==> src/rtl/countdown_sprite_ctrl.sv <==
// 3-2-1 frame-timed countdown driving the 32x32 digit sprite ROMs: pixel->ROM address plus ROM-aligned sprite_on/digit_sel.
// Optional macro SPRITE_SCALE2X_EN draws the sprite at double size from the same ROM.
module countdown_sprite_ctrl #(
    parameter int FRAMES_PER_DIGIT = 60,
    parameter int SPRITE_DIM       = 32
) (
    input  logic        Clk,
    input  logic        Reset,
    input  logic        frame_clk,
    input  logic        start,
    input  logic [9:0]  DrawX,
    input  logic [9:0]  DrawY,
    input  logic [9:0]  pos_x,
    input  logic [9:0]  pos_y,
    output logic [18:0] read_address,
    output logic        sprite_on,
    output logic [1:0]  digit_sel,
    output logic        busy,
    output logic        done
);

    localparam int ADDR_SHIFT = $clog2(SPRITE_DIM);
`ifdef SPRITE_SCALE2X_EN
    localparam int BOX      = 2 * SPRITE_DIM;
    localparam int SCALE_SH = 1;
`else
    localparam int BOX      = SPRITE_DIM;
    localparam int SCALE_SH = 0;
`endif

    typedef enum logic [2:0] {IDLE, SHOW3, SHOW2, SHOW1, FIN} state_t;

    state_t      state;
    logic        frame_q;
    logic        frame_tick;
    logic        last_frame;
    logic [7:0]  frame_cnt;
    logic [9:0]  px;
    logic [9:0]  py;
    logic [10:0] x_end;
    logic [10:0] y_end;
    logic [10:0] dx;
    logic [10:0] dy;
    logic [10:0] dx_s;
    logic [10:0] dy_s;
    logic        in_box;
    logic [1:0]  cur_digit;

    assign frame_tick = frame_clk & ~frame_q;
    assign last_frame = (frame_cnt == 8'(FRAMES_PER_DIGIT - 1));

    // 11-bit box limits so a sprite near column/row 1023 never wraps to 0
    assign x_end  = {1'b0, px} + 11'(BOX);
    assign y_end  = {1'b0, py} + 11'(BOX);
    assign in_box = ({1'b0, DrawX} >= {1'b0, px}) && ({1'b0, DrawX} < x_end) &&
                    ({1'b0, DrawY} >= {1'b0, py}) && ({1'b0, DrawY} < y_end);
    assign dx     = {1'b0, DrawX} - {1'b0, px};
    assign dy     = {1'b0, DrawY} - {1'b0, py};
    assign dx_s   = dx >> SCALE_SH;
    assign dy_s   = dy >> SCALE_SH;

    assign read_address = in_box ? ((19'(dy_s) << ADDR_SHIFT) | 19'(dx_s)) : 19'd0;

    always_comb begin
        cur_digit = 2'd0;
        case (state)
            SHOW3:   cur_digit = 2'd3;
            SHOW2:   cur_digit = 2'd2;
            SHOW1:   cur_digit = 2'd1;
            default: cur_digit = 2'd0;
        endcase
    end

    always_ff @(posedge Clk or posedge Reset) begin
        if (Reset) begin
            state     <= IDLE;
            frame_q   <= 1'b0;
            frame_cnt <= 8'd0;
            px        <= 10'd0;
            py        <= 10'd0;
            busy      <= 1'b0;
            done      <= 1'b0;
            sprite_on <= 1'b0;
            digit_sel <= 2'd0;
        end else begin
            frame_q   <= frame_clk;
            done      <= 1'b0;
            // Registered to line up with the ROM's one-cycle data_Out
            sprite_on <= in_box && busy;
            digit_sel <= (in_box && busy) ? cur_digit : 2'd0;
            case (state)
                IDLE: begin
                    if (start) begin
                        px        <= pos_x;
                        py        <= pos_y;
                        frame_cnt <= 8'd0;
                        busy      <= 1'b1;
                        state     <= SHOW3;
                    end
                end
                SHOW3, SHOW2, SHOW1: begin
                    if (frame_tick) begin
                        if (last_frame) begin
                            frame_cnt <= 8'd0;
                            if (state == SHOW3) begin
                                state <= SHOW2;
                            end else if (state == SHOW2) begin
                                state <= SHOW1;
                            end else begin
                                state <= FIN;
                                busy  <= 1'b0;
                                done  <= 1'b1;
                            end
                        end else begin
                            frame_cnt <= frame_cnt + 8'd1;
                        end
                    end
                end
                FIN: begin
                    state <= IDLE;
                end
                default: begin
                    state <= IDLE;
                    busy  <= 1'b0;
                end
            endcase
        end
    end

endmodule

==> config.mk <==
export PLATFORM = sky130hd
export DESIGN_NAME = countdown_sprite_ctrl
export DESIGN_NICKNAME = d
export VERILOG_FILES = /design/src/rtl/countdown_sprite_ctrl.sv
export SDC_FILE = /design/constraint.sdc
export NUM_CORES = 1
export LEC_CHECK = 0
export BUFFER_PORTS_ARGS = -buffer_cell sky130_fd_sc_hd__buf_2
export CORE_MARGIN = 2
export CORE_UTILIZATION = 47
export DETAILED_ROUTE_END_ITERATION = 6
export PLACE_DENSITY_LB_ADDON = 0.1
export SLEW_MARGIN = 15
export SYNTH_ARGS = -nofsm -noshare
export SYNTH_HDL_FRONTEND = slang
export SYNTH_SLANG_ARGS = --single-unit
==> constraint.sdc <==
create_clock -name Clk -period 3.17 [get_ports Clk]
set_input_delay 0.317 -clock Clk [delete_from_list [all_inputs] [get_ports Clk]]
set_output_delay 0.317 -clock Clk [all_outputs]
set_load 0.02 [all_outputs]
Yosys cells after proc, flatten, opt, wreduce, memory -nomap -nowiden
Index checks and enable logic that the tools add are counted.
{"block": "word_totals", "ff_bits": 37, "in_bits": 44, "output_inout_bits": 24, "wordCells": 67}
{"block": "classes", "addsub": 5, "magnitude_cmp": 4, "eq_ne": 10, "mux": 24, "bitwise_logic": 4, "n_reduce_logical": 11}
{"cell": "two-way mux 8 bit", "count": 3}
{"cell": "adder 10 x 6 -> 11 bit, second input constant", "count": 2}
{"cell": "less-than comparator 10 x 11 -> 1 bit", "count": 2}
{"cell": "subtractor 10 x 10 -> 11 bit", "count": 2}
{"cell": "greater-or-equal comparator 10 bit", "count": 2}
{"cell": "two-way mux 16 bit", "count": 1}
{"cell": "bitwise OR 16 x 11 -> 16 bit", "count": 1}
{"cell": "case mux 8 bit (2 select lines)", "count": 1}
{"cell": "two-way mux 3 bit", "count": 5}
{"cell": "two-way mux 1 bit", "count": 10}
{"cell": "inequality test 2 bit, second input constant", "count": 5}
{"cell": "adder 8 x 1 -> 8 bit, second input constant", "count": 1}
{"cell": "equality test 8 x 6 -> 1 bit, second input constant", "count": 1}
{"cell": "equality test 3 x 2 -> 1 bit, second input constant", "count": 2}
{"cell": "case mux 2 bit (3 select lines)", "count": 1}
{"cell": "case mux 3 bit (2 select lines)", "count": 1}
{"cell": "AND reduction 3 bit", "count": 2}
{"cell": "AND reduction 6 bit", "count": 1}
{"cell": "logical AND 1 bit", "count": 4}
{"cell": "equality test 3 x 1 -> 1 bit, second input constant", "count": 1}
{"cell": "equality test 3 bit, second input constant", "count": 1}
{"cell": "zero test 3 bit", "count": 1}
{"cell": "case mux 1 bit (3 select lines)", "count": 1}
{"cell": "OR reduction 3 bit", "count": 1}
{"cell": "other kinds (5)", "count": 6}

Longest topological paths before layout
{"block": "depth", "depth_word": 7, "ltp_mapped": 11, "ltp_nobuf": 10}

Least setup slack after synthesis
No wires, ideal clock.
{"block": "synth_timing", "path_kind": "reg2out", "startpoint": "register px[7]", "endpoint": "output port read_address[11]", "arrival_time_ps": 2398, "required_ps": 2853, "slack_ps": 455, "stages_incl_launch_ff": 11, "n_path_buf": 1, "path_cell_list": "dfrtp_1 -> and3_2 -> xnor2_1 -> ha_1 -> a21o_1 -> a21oi_1 -> o22ai_2 -> nor4b_4 -> nand4_4 -> buf_6 -> nor2_1"}
{"block": "synth_via", "elab_chain_cells": 6, "elab_cells_between_ends": 7, "classes_between": "add/sub: 1; order compare: 2; mux: 1; reduce/logical: 3"}
{"element": "from (decl)", "line": "38", "source": "logic [9:0] px;"}
{"element": "from (signal assigned)", "line": "94", "source": "px <= pos_x;"}
{"element": "adder 10 x 6 -> 11 bit", "line": "53", "source": "assign x_end = {1'b0, px} + 11'(BOX);"}
{"element": "less-than comparator 10 x 11 -> 1 bit", "line": "55", "source": "assign in_box = ({1'b0, DrawX} >= {1'b0, px}) && ({1'b0, DrawX} < x_end) &&"}
{"element": "logical AND 1 bit (*) (2 in series)", "line": "55"}
{"element": "logical AND 1 bit (*)", "line": "56", "source": "({1'b0, DrawY} >= {1'b0, py}) && ({1'b0, DrawY} < y_end);"}
{"element": "two-way mux 16 bit (*)", "line": "62", "source": "assign read_address = in_box ? ((19'(dy_s) << ADDR_SHIFT) | 19'(dx_s)) : 19'd0;"}
{"element": "to (decl)", "line": "15", "source": "output logic [18:0] read_address,"}
Mark *: on every way between the ends. The rest lies on a longest branch, timed or not.

Worst setup path after layout
{"block": "layout_timing", "startpoint": "register px[7]", "endpoint": "output port read_address[8]"}
{"block": "layout_via", "elab_chain_cells": 6, "elab_cells_between_ends": 9, "classes_between": "add/sub: 2; order compare: 2; mux: 1; bitwise: 1; reduce/logical: 3"}
{"element": "adder 10 x 6 -> 11 bit", "line": "53"}
{"element": "less-than comparator 10 x 11 -> 1 bit", "line": "55"}
{"element": "logical AND 1 bit (2 in series)", "line": "55"}
{"element": "logical AND 1 bit", "line": "56"}
{"element": "two-way mux 16 bit (*)", "line": "62"}
Marked as above.

==> metrics.cfg <==
[placed_design]
gp_congestion = 0.900
dpl.hpwl_mm = 5.23
dpl-instance-area_um2 = 3360
io_buffers = 64
post-place-ws_ns = 0.267

[synthesis]
synth_edf_count = 0
synth_largest_area_cell = dfrtp_1
ys_warn_count = 0
async_reset_ff_share_pct = 100
postSynthCellCount = 354
synth_common_cells = 37 x dfrtp_1, 37 x nand2_1, 36 x o21ai_0
synth.avg_cell_area_um2 = 8.43
synth_cell_type_count = 52
yosysTopAreaCellShare_pct = 31.0
ys.flop_type = dfrtp_1
yosysSeqAreaShare_pct = 31.0
yosys_register_bits = 37
synth.cell_area_um2 = 2980
yosys-top-cells-area = dfrtp_1 31%, ha_1 14%, o21ai_0 6.0%

[route]
wire_per_inst_um = 13.3
vias_per_cell = 5.21
ant_nets = 0
drt_iter0_drc = 111
wl_mm = 6.65
drtPass1Iterations = 4
drc = 0
vias = 2605

[floorplan]
die_w_um = 83.7
core_um2 = 6240
die_y_um = 83.7
io_pins = 68
start_util_pct = 47.8
rows = 29
die-area_um2 = 7000

[grt]
antenna_found_initial = 0
grt_pass1_vias = 2561
track_usage_pct = 19.9
gr-total-overflow = 0
grt_max_degree = 40
grt_first_pass_wirelength_mm = 11.6

[worst_setup_path]
cp_data_arrival_time_ns = 2.74
r2r_setup_slack_ns = 0.65
required_ns = 2.85
r2r_start = px[7]
crit_path_end_kind = output port
cp_max_fo = 10
ff2ff_path_depth = 11
timing.rr.end = digit_sel[1]
worstSetupPathType = flip-flop to output port
worst_setup_path_start_kind = flip-flop

[timing]
fin_ws_ns = 0.115
fin_crit_ns = 3.05
fin_crit_sh_pct = 96.4
hold_viol_final = 0
setup_viol = 0
holdWs_ns = 0.126
rsz0062_at_grt = yes
fmax_mhz = 327
drv_slew = 0
fin_skew_ns = 0.00727
finalSetupTns_ns = 0

[finish]
antennaDiodeCount = 0
drive_above_1_share_pct = 22.2
nets = 501
syn_to_final_growth_pct = 19.1
final_area_um2 = 3550

[clocking]
clkTransAtPathRegs_ns = 0.08
clock-root-buffer = clkbuf_8
cts_sinks = 37
cts_tree = done
clockBufferDepth = 2
clock_latency_ns = 0.29
cts-htree-levels = 2
cts_made_buffers = 5

[power]
power_density_nw_per_um2 = 503
cellLeakagePower_nw = 1.76
worst_ir_drop_vdd_mv = 0.264

[job]
cap_violations = 0

[outcome]
outcome = completed

[hold_path]
hold_path.class = input pin to asynchronous set/reset pin

how the worst max path moves through the flow:
stage / from / to / slack, ns / cells past startpoint
2_1_floorplan: px[7] / read_address[11] / 0.46 / 10
4_1_cts: px[7] / read_address[8] / 0.05 / 11
5_1_grt: px[7] / read_address[8] / -0.03 / 11
6_report: px[7] / read_address[8] / 0.12 / 11
3_3_place_gp: px[7] / read_address[8] / 0.31 / 10
3_5_place_dp: px[7] / read_address[8] / 0.27 / 10
flip-flops by register name (all words and copies together), names as in the netlist:
register	cells
py	10
frame_cnt	8
sprite_on	1
busy	1
state	3
done	1
px	10
frame_q	1
digit_sel	2
power breakdown:
group	internal [mW]	switching, mW	total (mW)	leakage (nW)
combinational	0.305	0.391	0.696	1.23
sequential	0.538	0.0506	0.588	0.458
clock	0.317	0.187	0.504	0.0687
what timing repair did:
| item | 4_1_cts | 5_1_grt |
|---|---|---|
| hold buffers | 0 | 0 |
| gates cloned | 0 | 0 |
| setup endpoints to repair | 5 | 16 |
| pin swaps | 1 | 2 |
| resized for setup | 0 | 5 |
| buffers inserted | 3 | 1 |
cells by family (layout without fill, tap and decap cells):
kind of cell | Yosys count | in the layout | synth area share [%]
buffers and inverters | 43 | 110 | 6.12
multiplexers | 3 | 3 | 1.09
adder cells (fa/ha/maj) | 35 | 35 | 15.2
flip-flops | 37 | 37 | 31.0
AO/OA/AOI/OAI | 89 | 89 | 18.0
XOR/XNOR | 24 | 24 | 7.05
AND/OR/NAND/NOR | 122 | 122 | 21.4
other | 1 | 3 | 0.126
critical path: stages (launching register included):
cell and delay [ns]:
dfrtp_1 0.40, and3_2 0.25, xnor2_1 0.13, ha_1 0.29, a21o_1 0.19, a21oi_2 0.14
o22ai_2 0.09, nor4b_4 0.27, nand4_4 0.15, buf_12 0.17, o21ba_1 0.21, buf_2 0.15
per-stage QoR:
stage / std cells / util [%] / power [mW]
2_1_floorplan: 356 / - / 1.10
3_3_place_gp: 488 / 53.8 / 1.26
3_5_place_dp: 488 / 53.8 / 1.27
4_1_cts: 499 / 56.6 / 1.79
5_1_grt: 500 / 56.9 / 1.92
6_report: 500 / 56.9 / 1.79
area by class of cell:
type                            count  area (um2)
Clock buffer                        5        68.8
Clock inverter                      3        68.8
Fill cell                         614        2690
Inverter                           32         120
Multi-Input combinational cell    276        1890
Sequential cell                    37         927
Tap cell                           77        96.3
Timing Repair Buffer               70         380
cells in the final DEF (no fill, tap or decap), types with 7 or more instances in the layout:
master    synthesis  final
a21oi_1          23     21
buf_2             2     63
dfrtp_1          37     36
ha_1             33     32
inv_1            32     32
nand2_1          37     37
nand2b_1         11     11
nand3_1          14     14
nor2_1           32     32
o21ai_0          36     36
xnor2_1          17     17
xor2_1            7      7
metal layers:
metal / vias up / global-route usage, % / part of all wire (%)
li1: 1352 / - / -
met1: 1175 / 27.2 / 49
met2: 71 / 31.9 / 45
met3: 7 / 4.55 / 5.2
met4: 0 / 5.13 / 1.0
met5: - / 0 / 0
(Power assumes the default switching activity.)
